[config.mk]
export PLATFORM = sky130hd
export DESIGN_NAME = cp0_regfile
export DESIGN_NICKNAME = d
export VERILOG_FILES = /design/src/rtl/cp0_regfile.sv
export SDC_FILE = /design/constraint.sdc
export NUM_CORES = 1
export LEC_CHECK = 0
export BUFFER_PORTS_ARGS = -buffer_cell sky130_fd_sc_hd__clkbuf_2
export CORE_MARGIN = 4
export CORE_UTILIZATION = 46
export CTS_CLUSTER_SIZE = 16
export DETAILED_ROUTE_END_ITERATION = 8
export HOLD_SLACK_MARGIN = 0.02
export PLACE_DENSITY = 0.88
export SYNTH_ARGS = -nofsm -noshare
export SYNTH_HDL_FRONTEND = slang
export SYNTH_SLANG_ARGS = --single-unit
[constraint.sdc]
create_clock -name clk -period 2.7 [get_ports clk]
set_clock_uncertainty 0.1 [all_clocks]
set_input_delay 0.27 -clock clk [delete_from_list [all_inputs] [get_ports clk]]
set_output_delay 0.27 -clock clk [all_outputs]
set_load 0.05 [all_outputs]
[src/rtl/cp0_regfile.sv]
// cp0_regfile: Coprocessor-0 architectural register file.
// Holds BadVAddr, Count, Compare, Status, Cause and EPC. MTC0 writes arrive from WB and
// exception/ERET commits from MEM. The block runs the Count/Compare timer and raises the
// interrupt-pending flag.
//
// Optional feature macro: CP0_TIMER_EN
//   defined   - Count/Compare timer implemented (divider, TI, Cause.IP[7] timer OR-in)
//   undefined - Count/Compare read 0, writes to them are ignored, TI is constant 0
//
// Ports:
//   clk, rst         clock; synchronous active-high reset
//   hw_int[5:0]      external level interrupt lines, sampled every cycle
//   write_flag/addr/data   committed MTC0 (sel 0)
//   read_addr        MFC0 register number; read_data is a combinational read
//   exc_flag, exc_code, exc_pc, exc_delayslot, exc_badvaddr   exception commit
//   eret_flag        ERET commit
//   status, cause, epc     registered architectural registers
//   timer_int        Cause.TI
//   int_pending      enabled, unmasked interrupt present and not at exception level
module cp0_regfile #(
    parameter int unsigned COUNT_DIV  = 2,
    parameter logic [31:0] STATUS_RST = 32'h0040_0000
) (
    input  logic        clk,
    input  logic        rst,
    input  logic [5:0]  hw_int,
    input  logic        write_flag,
    input  logic [4:0]  write_addr,
    input  logic [31:0] write_data,
    input  logic [4:0]  read_addr,
    input  logic        exc_flag,
    input  logic [4:0]  exc_code,
    input  logic [31:0] exc_pc,
    input  logic        exc_delayslot,
    input  logic [31:0] exc_badvaddr,
    input  logic        eret_flag,
    output logic [31:0] read_data,
    output logic [31:0] status,
    output logic [31:0] cause,
    output logic [31:0] epc,
    output logic        timer_int,
    output logic        int_pending
);

    localparam logic [4:0] RegBadVAddr = 5'd8;
    localparam logic [4:0] RegCount    = 5'd9;
    localparam logic [4:0] RegCompare  = 5'd11;
    localparam logic [4:0] RegStatus   = 5'd12;
    localparam logic [4:0] RegCause    = 5'd13;
    localparam logic [4:0] RegEpc      = 5'd14;

    localparam logic [31:0] StatusBev   = 32'h0040_0000;
    localparam logic [31:0] StatusWMask = 32'h0000_FF03;

    if (COUNT_DIV < 1) begin : g_bad_count_div
        $error("cp0_regfile: COUNT_DIV must be >= 1");
    end

    logic [31:0] status_q, status_d;
    logic [31:0] cause_q, cause_d;
    logic [31:0] epc_q, epc_d;
    logic [31:0] badvaddr_q, badvaddr_d;
    logic [31:0] count_rd, compare_rd;
    logic        ti_d;
    logic        exl_merged;

    logic wr_count, wr_compare, wr_status, wr_cause, wr_epc;

    always_comb begin
        wr_count   = write_flag && (write_addr == RegCount);
        wr_compare = write_flag && (write_addr == RegCompare);
        wr_status  = write_flag && (write_addr == RegStatus);
        wr_cause   = write_flag && (write_addr == RegCause);
        wr_epc     = write_flag && (write_addr == RegEpc);
    end

`ifdef CP0_TIMER_EN
    logic [31:0] count_q, count_d;
    logic [31:0] compare_q, compare_d;
    logic [31:0] div_q, div_d;

    always_comb begin
        count_d   = count_q;
        compare_d = compare_q;
        div_d     = div_q;
        ti_d      = cause_q[30];
        // A Count write restarts the divider, so the next tick is a full period away.
        if (wr_count) begin
            count_d = write_data;
            div_d   = '0;
        end else if (div_q == 32'(COUNT_DIV - 1)) begin
            count_d = count_q + 32'd1;
            div_d   = '0;
        end else begin
            div_d = div_q + 32'd1;
        end
        if (count_q == compare_q) begin
            ti_d = 1'b1;
        end
        // Compare write acknowledges the timer and beats a same-cycle match.
        if (wr_compare) begin
            compare_d = write_data;
            ti_d      = 1'b0;
        end
    end

    always_ff @(posedge clk) begin
        if (rst) begin
            count_q   <= '0;
            compare_q <= '0;
            div_q     <= '0;
        end else begin
            count_q   <= count_d;
            compare_q <= compare_d;
            div_q     <= div_d;
        end
    end

    assign count_rd   = count_q;
    assign compare_rd = compare_q;
`else
    assign ti_d       = 1'b0;
    assign count_rd   = '0;
    assign compare_rd = '0;
`endif

    // Update order mirrors priority: sampling, then MTC0, then exception/ERET on top.
    always_comb begin
        status_d   = status_q;
        cause_d    = cause_q;
        epc_d      = epc_q;
        badvaddr_d = badvaddr_q;

        cause_d[30]    = ti_d;
        cause_d[15:10] = {hw_int[5] | ti_d, hw_int[4:0]};

        if (wr_status) begin
            status_d = StatusBev | (write_data & StatusWMask);
        end
        if (wr_cause) begin
            cause_d[9:8] = write_data[9:8];
        end
        if (wr_epc) begin
            epc_d = write_data;
        end

        exl_merged = status_d[1];

        if (exc_flag) begin
            if (!exl_merged) begin
                epc_d       = exc_delayslot ? exc_pc - 32'd4 : exc_pc;
                cause_d[31] = exc_delayslot;
            end
            status_d[1]  = 1'b1;
            cause_d[6:2] = exc_code;
            if ((exc_code == 5'd4) || (exc_code == 5'd5)) begin
                badvaddr_d = exc_badvaddr;
            end
        end else if (eret_flag) begin
            status_d[1] = 1'b0;
        end
    end

    always_ff @(posedge clk) begin
        if (rst) begin
            status_q   <= STATUS_RST;
            cause_q    <= '0;
            epc_q      <= '0;
            badvaddr_q <= '0;
        end else begin
            status_q   <= status_d;
            cause_q    <= cause_d;
            epc_q      <= epc_d;
            badvaddr_q <= badvaddr_d;
        end
    end

    always_comb begin
        read_data = '0;
        case (read_addr)
            RegBadVAddr: read_data = badvaddr_q;
            RegCount:    read_data = count_rd;
            RegCompare:  read_data = compare_rd;
            RegStatus:   read_data = status_q;
            RegCause:    read_data = cause_q;
            RegEpc:      read_data = epc_q;
            default:     read_data = '0;
        endcase
    end

    assign status      = status_q;
    assign cause       = cause_q;
    assign epc         = epc_q;
    assign timer_int   = cause_q[30];
    assign int_pending = status_q[0] & ~status_q[1] & (|(cause_q[15:8] & status_q[15:8]));

endmodule

* Word level (Yosys, flattened, before mapping)
Cells that the tools add are included.
** Cells by class
- Add/subtract/negate cells :: 1
- Multiply operators :: 0
- Div/mod/pow operators :: 0
- Order comparisons :: 0
- Eq/ne operators :: 9
- Shift-type cells :: 0
- Multiplexer cells :: 8
- Bitwise gates (word level) :: 5
- Reduce and logical (&&, ||, !) cells :: 7
** Operators with widths (count)
- two-way mux 32 bit :: 4
- one-hot mux 32 bit (4 select lines) :: 1
- equality test 5 x 4 -> 1 bit (second input constant) :: 7
- subtractor 32 x 3 -> 32 bit (second input constant) :: 1
- equality test 5 x 3 -> 1 bit (second input constant) :: 2
- bitwise AND 8 bit :: 1
- OR reduction 8 bit :: 1
- AND reduction 2 bit :: 2
- logical AND 1 bit :: 3
- bitwise AND 1 bit :: 2
- two-way mux 1 bit :: 2
- two-way mux 2 bit :: 1
- inverter 1 bit :: 2
- logical OR 1 bit :: 1
** Word-level totals
- Register bits after elaboration :: 89
- Latch bits :: 0
- Memory bits (writable) :: 0
- Memory bits (read-only) :: 0
- Bits of input ports :: 123
- Memories :: 0

* Longest topological paths before layout
- Depth in word-level cells :: 5
- Gate-level depth with buffers :: 8
- Depth with buffers taken out :: 7

* Worst setup path before layout
No wires, ideal clock.
- Kind :: register to output
- Start point :: register status_q[13] (netlist: status[13])
- End point :: output int_pending
- Arrival :: 2.219 ns
- Path slack :: 0.111 ns
- Cell stages (with the launch flop) :: 4
- Cell sequence :: dfxtp_1 a22o_1 a221oi_1 a311oi_1
** On the way
- Cells in the longest elaborated chain, start to end :: 3
** RTL lines
- start, declared :: RTL line 59 : logic [31:0] status_q, status_d;
- start signal, assigned :: RTL line 171 : status_q <= status_d;
- bitwise AND 8 bit :: RTL line 195 : assign int_pending = status_q[0] & ~status_q[1] & (|(cause_q[15:8] & status_q[15:8]));
- OR reduction 8 bit :: RTL line 195
- bitwise AND 1 bit :: RTL line 195
- end, declared :: RTL line 42 : output logic int_pending
No other way between the ends.

* Final worst setup path
- Start point :: input read_addr[2]
- End point :: output read_data[3]
** On the way
- Cells in the longest elaborated chain, start to end :: 2
- Elaborated cells between the ends (all ways) :: 5
- Classes of those cells :: eq/ne: 4; mux: 1
** RTL lines
- start, declared :: RTL line 30 : input logic [4:0] read_addr,
- equality test 5 x 4 -> 1 bit :: RTL line 180 : case (read_addr)
- one-hot mux 32 bit (4 select lines) * :: RTL line 180
- end, declared :: RTL line 37 : output logic [31:0] read_data,
Every way passes the cells marked *; elsewhere a longest branch is shown, timed or not.

==> results.py <==
metrics = {
    "outcome": {
        "status": "finished, final reports clean",
    },
    "route": {
        "wl_met3_um": 1460,
        "met1_length_um": 6910,
        "drt_iter0_drc": 512,
        "top_layer": "met4",
        "wl_met2_um": 7790,
        "num_vias": 5225,
        "drc": 0,
        "drt-total-wl_um": 16500,
        "wl_per_cell_um": 17.1,
        "viasPerCell": 5.41,
        "drtAntennaViolNets": 0,
        "dr.pass1.iters": 6,
    },
    "worst_hold_path": {
        "min_to": "badvaddr_q[13]",
        "hold_path_class": "in -> reg",
        "hold_start": "exc_badvaddr[13]",
        "holdPathStages": 3,
    },
    "synthesis": {
        "synth_compound_area_share_pct": 20.8,
        "yosysSeqAreaShare_pct": 36.5,
        "yosysTopAreaCell": "dfxtp_1",
        "synthAdderAreaFrac_pct": 0.259,
        "async_reset_ff_share_pct": 0,
        "yosysWarningCount": 0,
        "avgSynthCellArea_um2": 7.68,
        "yosysTopAreaCellShare_pct": 36.5,
        "ys_types": 49,
        "synth_xor_area_share_pct": 4.89,
        "yosys-top-cells-count": "nand2_1, dfxtp_1, a21oi_1, buf_4, clkbuf_1",
        "synth_area_leaders": "dfxtp_1, nand2_1, buf_4",
        "synthCells": 629,
        "synth.most_common_cell": "nand2_1",
        "synth-simple-area-share_pct": 24.6,
        "ys_ff_latch": 88,
        "synthesis.area_mm2": 0.00483,
        "muxShareOfSynthArea_pct": 2.07,
        "ys.flop_type": "dfxtp_1",
        "synth_top_family_by_area": "simple AND/OR/NAND/NOR gates",
        "synth-edff-count": 0,
    },
    "floorplanning": {
        "die_area_mm2": 0.0122,
        "row_count": 37,
        "fp.dieH_um": 110,
        "io_pins": 253,
        "core_area_mm2": 0.0103,
        "die_w_um": 110,
        "initial_core_util_pct": 47.0,
    },
    "timing": {
        "clock.fmax_ghz": 0.465,
        "rsz0062_at_grt": "no",
        "slew_headroom_pct": 51.4,
        "hold_viol": 0,
        "tightest_slew_ns": 0.730,
        "period_share_pct": 79.6,
        "drv_slew": 0,
        "setup_violations": 0,
        "setup_slack_ns": 0.550,
        "layout_min_cycle_time_ns": 2.15,
        "tns_ns": 0,
        "holdWs_ns": 0.0378,
    },
    "cells_and_area": {
        "antenna_cells": 0,
        "design_area_mm2": 0.00617,
        "synthToLayoutAreaGrowth_pct": 27.7,
        "final_nets": 950,
        "layout-drive-gt1-share_pct": 32.3,
    },
    "cts": {
        "cts.sinks": 88,
        "root_buffer": "clkbuf_8",
        "clock_latency_ns": 0.34,
        "cts_max_level": 3,
        "clk_pin_slew_ns": 0.10,
        "cts_buffers": 9,
        "ctsLongestPathBuffers": 2,
        "ctsResizeCount": 0,
        "cts_tree": "built",
    },
    "place": {
        "dp.final_hpwl_um": 12800,
        "placed_area_mm2": 0.00588,
        "io_buffers": 211,
        "gp_congestion": 0.943,
        "dpl_worst_slack_ns": 0.336,
    },
    "setup_path": {
        "cpMaxStageDelayCell": "buf_4",
        "setup.worst_path.start_class": "input pin",
        "cp_cell_sequence": "clkbuf_2 > nand3b_1 > nor3b_2 > buf_4 > a222oi_1 > inv_1 > clkbuf_2",
        "cpMostUsedCell": "clkbuf_2",
        "r2r_start": "status[1]",
        "path_max_fanout": 29,
        "cp_top_family": "buffers and inverters",
        "cp_num_cells": 7,
        "cpPeakStageDelay_ns": 0.35,
        "r2r_slack_ns": 1.01,
        "required_ns": 2.33,
        "regToRegEndpoint": "epc[19]",
        "worstPathArrival_ns": 1.78,
        "cp-end-kind": "output port",
        "worstRegToRegCells": 5,
        "critPathBufInv": 4,
        "path_class": "in -> out",
    },
    "run": {
        "maxCapViolations": 0,
    },
    "global_routing": {
        "grt_max_degree": 45,
        "grt_pass1_vias": 4755,
        "grt_overflow_total": 0,
        "grt_pass1_wl_um": 25300,
        "antenna_found_initial": 0,
        "globalRouteTotalUtil_pct": 25.3,
    },
    "power_and_ir_drop": {
        "leakagePower_nw": 2.75,
        "power.density_mw_per_mm2": 510,
        "irDropWorstVdd_mv": 0.303,
    },
}
[worst max-delay path by stage]
| stage | slack [ns] | to | from |
|---|---|---|---|
| 2_1_floorplan | 0.11 | int_pending | status[13] |
| 3_3_place_gp | 0.36 | epc[15] | exc_pc[6] |
| 3_5_place_dp | 0.34 | epc[15] | exc_delayslot |
| 4_1_cts | 0.60 | read_data[3] | read_addr[2] |
| 5_1_grt | 0.48 | read_data[5] | read_addr[2] |
| 6_report | 0.55 | read_data[3] | read_addr[2] |
[where the power goes]
group	switching [mW]	internal [mW]	total, mW
Combinational	0.536	0.206	0.741
Sequential	0.0720	1.36	1.43
Clock	0.460	0.519	0.979
Total	1.07	2.08	3.15
[layer usage]
layer | up-vias | GRT usage [%]
met5 | - | 0
met4 | 0 | 8.54
met3 | 25 | 4.22
met2 | 268 | 40.0
met1 | 2430 | 34.9
li1 | 2502 | -
[repair_timing]
item | CTS | global route
hold endpoints to repair | 8 | 0
setup endpoints to repair | 0 | 0
setup buffers | 0 | 0
hold buffers | 8 | 0
[flip-flops by register name (all words and copies together), names as in the netlist]
name	flops
badvaddr_q	32
cause	14
epc	32
status	10
[kinds of logic after synthesis]
| kind of cell | count (synthesis) |
|---|---|
| AOI/OAI and AO/OA | 144 |
| xor gates and xnor gates | 27 |
| adders and majority gates | 1 |
| buffers and inverters | 96 |
| DFF | 88 |
| muxes | 10 |
| other | 2 |
| and+or+nand+nor | 261 |
[final cells by class]
type	count	area, um^2
fillers	959	4110
multi-input cells	484	2720
flip-flops and latches	88	1760
repair buffers	233	1270
well taps	136	170
clock buffers	10	128
clock inverters	5	82.6
inverters	10	37.5
[cell usage in the layout (no fill, tap or decap), drive strengths merged, types with 3 or more instances in the layout]
cell / n
nor4b: 3
a22oi: 18
inv: 10
nor2: 37
mux2i: 10
a222oi: 6
buf: 15
clkinv: 3
xnor2: 15
nand4b: 3
a311oi: 14
clkbuf: 220
a31o: 16
nand4: 5
a22o: 16
conb: 41
dfxtp: 88
nor3b: 5
nor4: 8
dlygate4sd3: 8
nand2b: 4
nor3: 9
xor2: 12
a21oi: 63
nand2: 161
nor2b: 7
[metrics by stage]
stage                     instances  utilization (%)  total power [mW]
after floorplan                 668                -              1.97
after global placement          943             57.2              2.17
after detailed placement        943             57.2              2.18
after CTS                       966             60.0              3.17
after global routing            966             60.0              3.28
final                           966             60.0              3.15
[worst register-to-register path: stages (launching register included)]
cell and delay (ns):
dfxtp_1 0.47, o21ai_0 0.20, nand2_1 0.23, buf_12 0.25
a21oi_1 0.08, a221oi_1 0.27
Note: power is estimated with default switching activity, not from simulation.
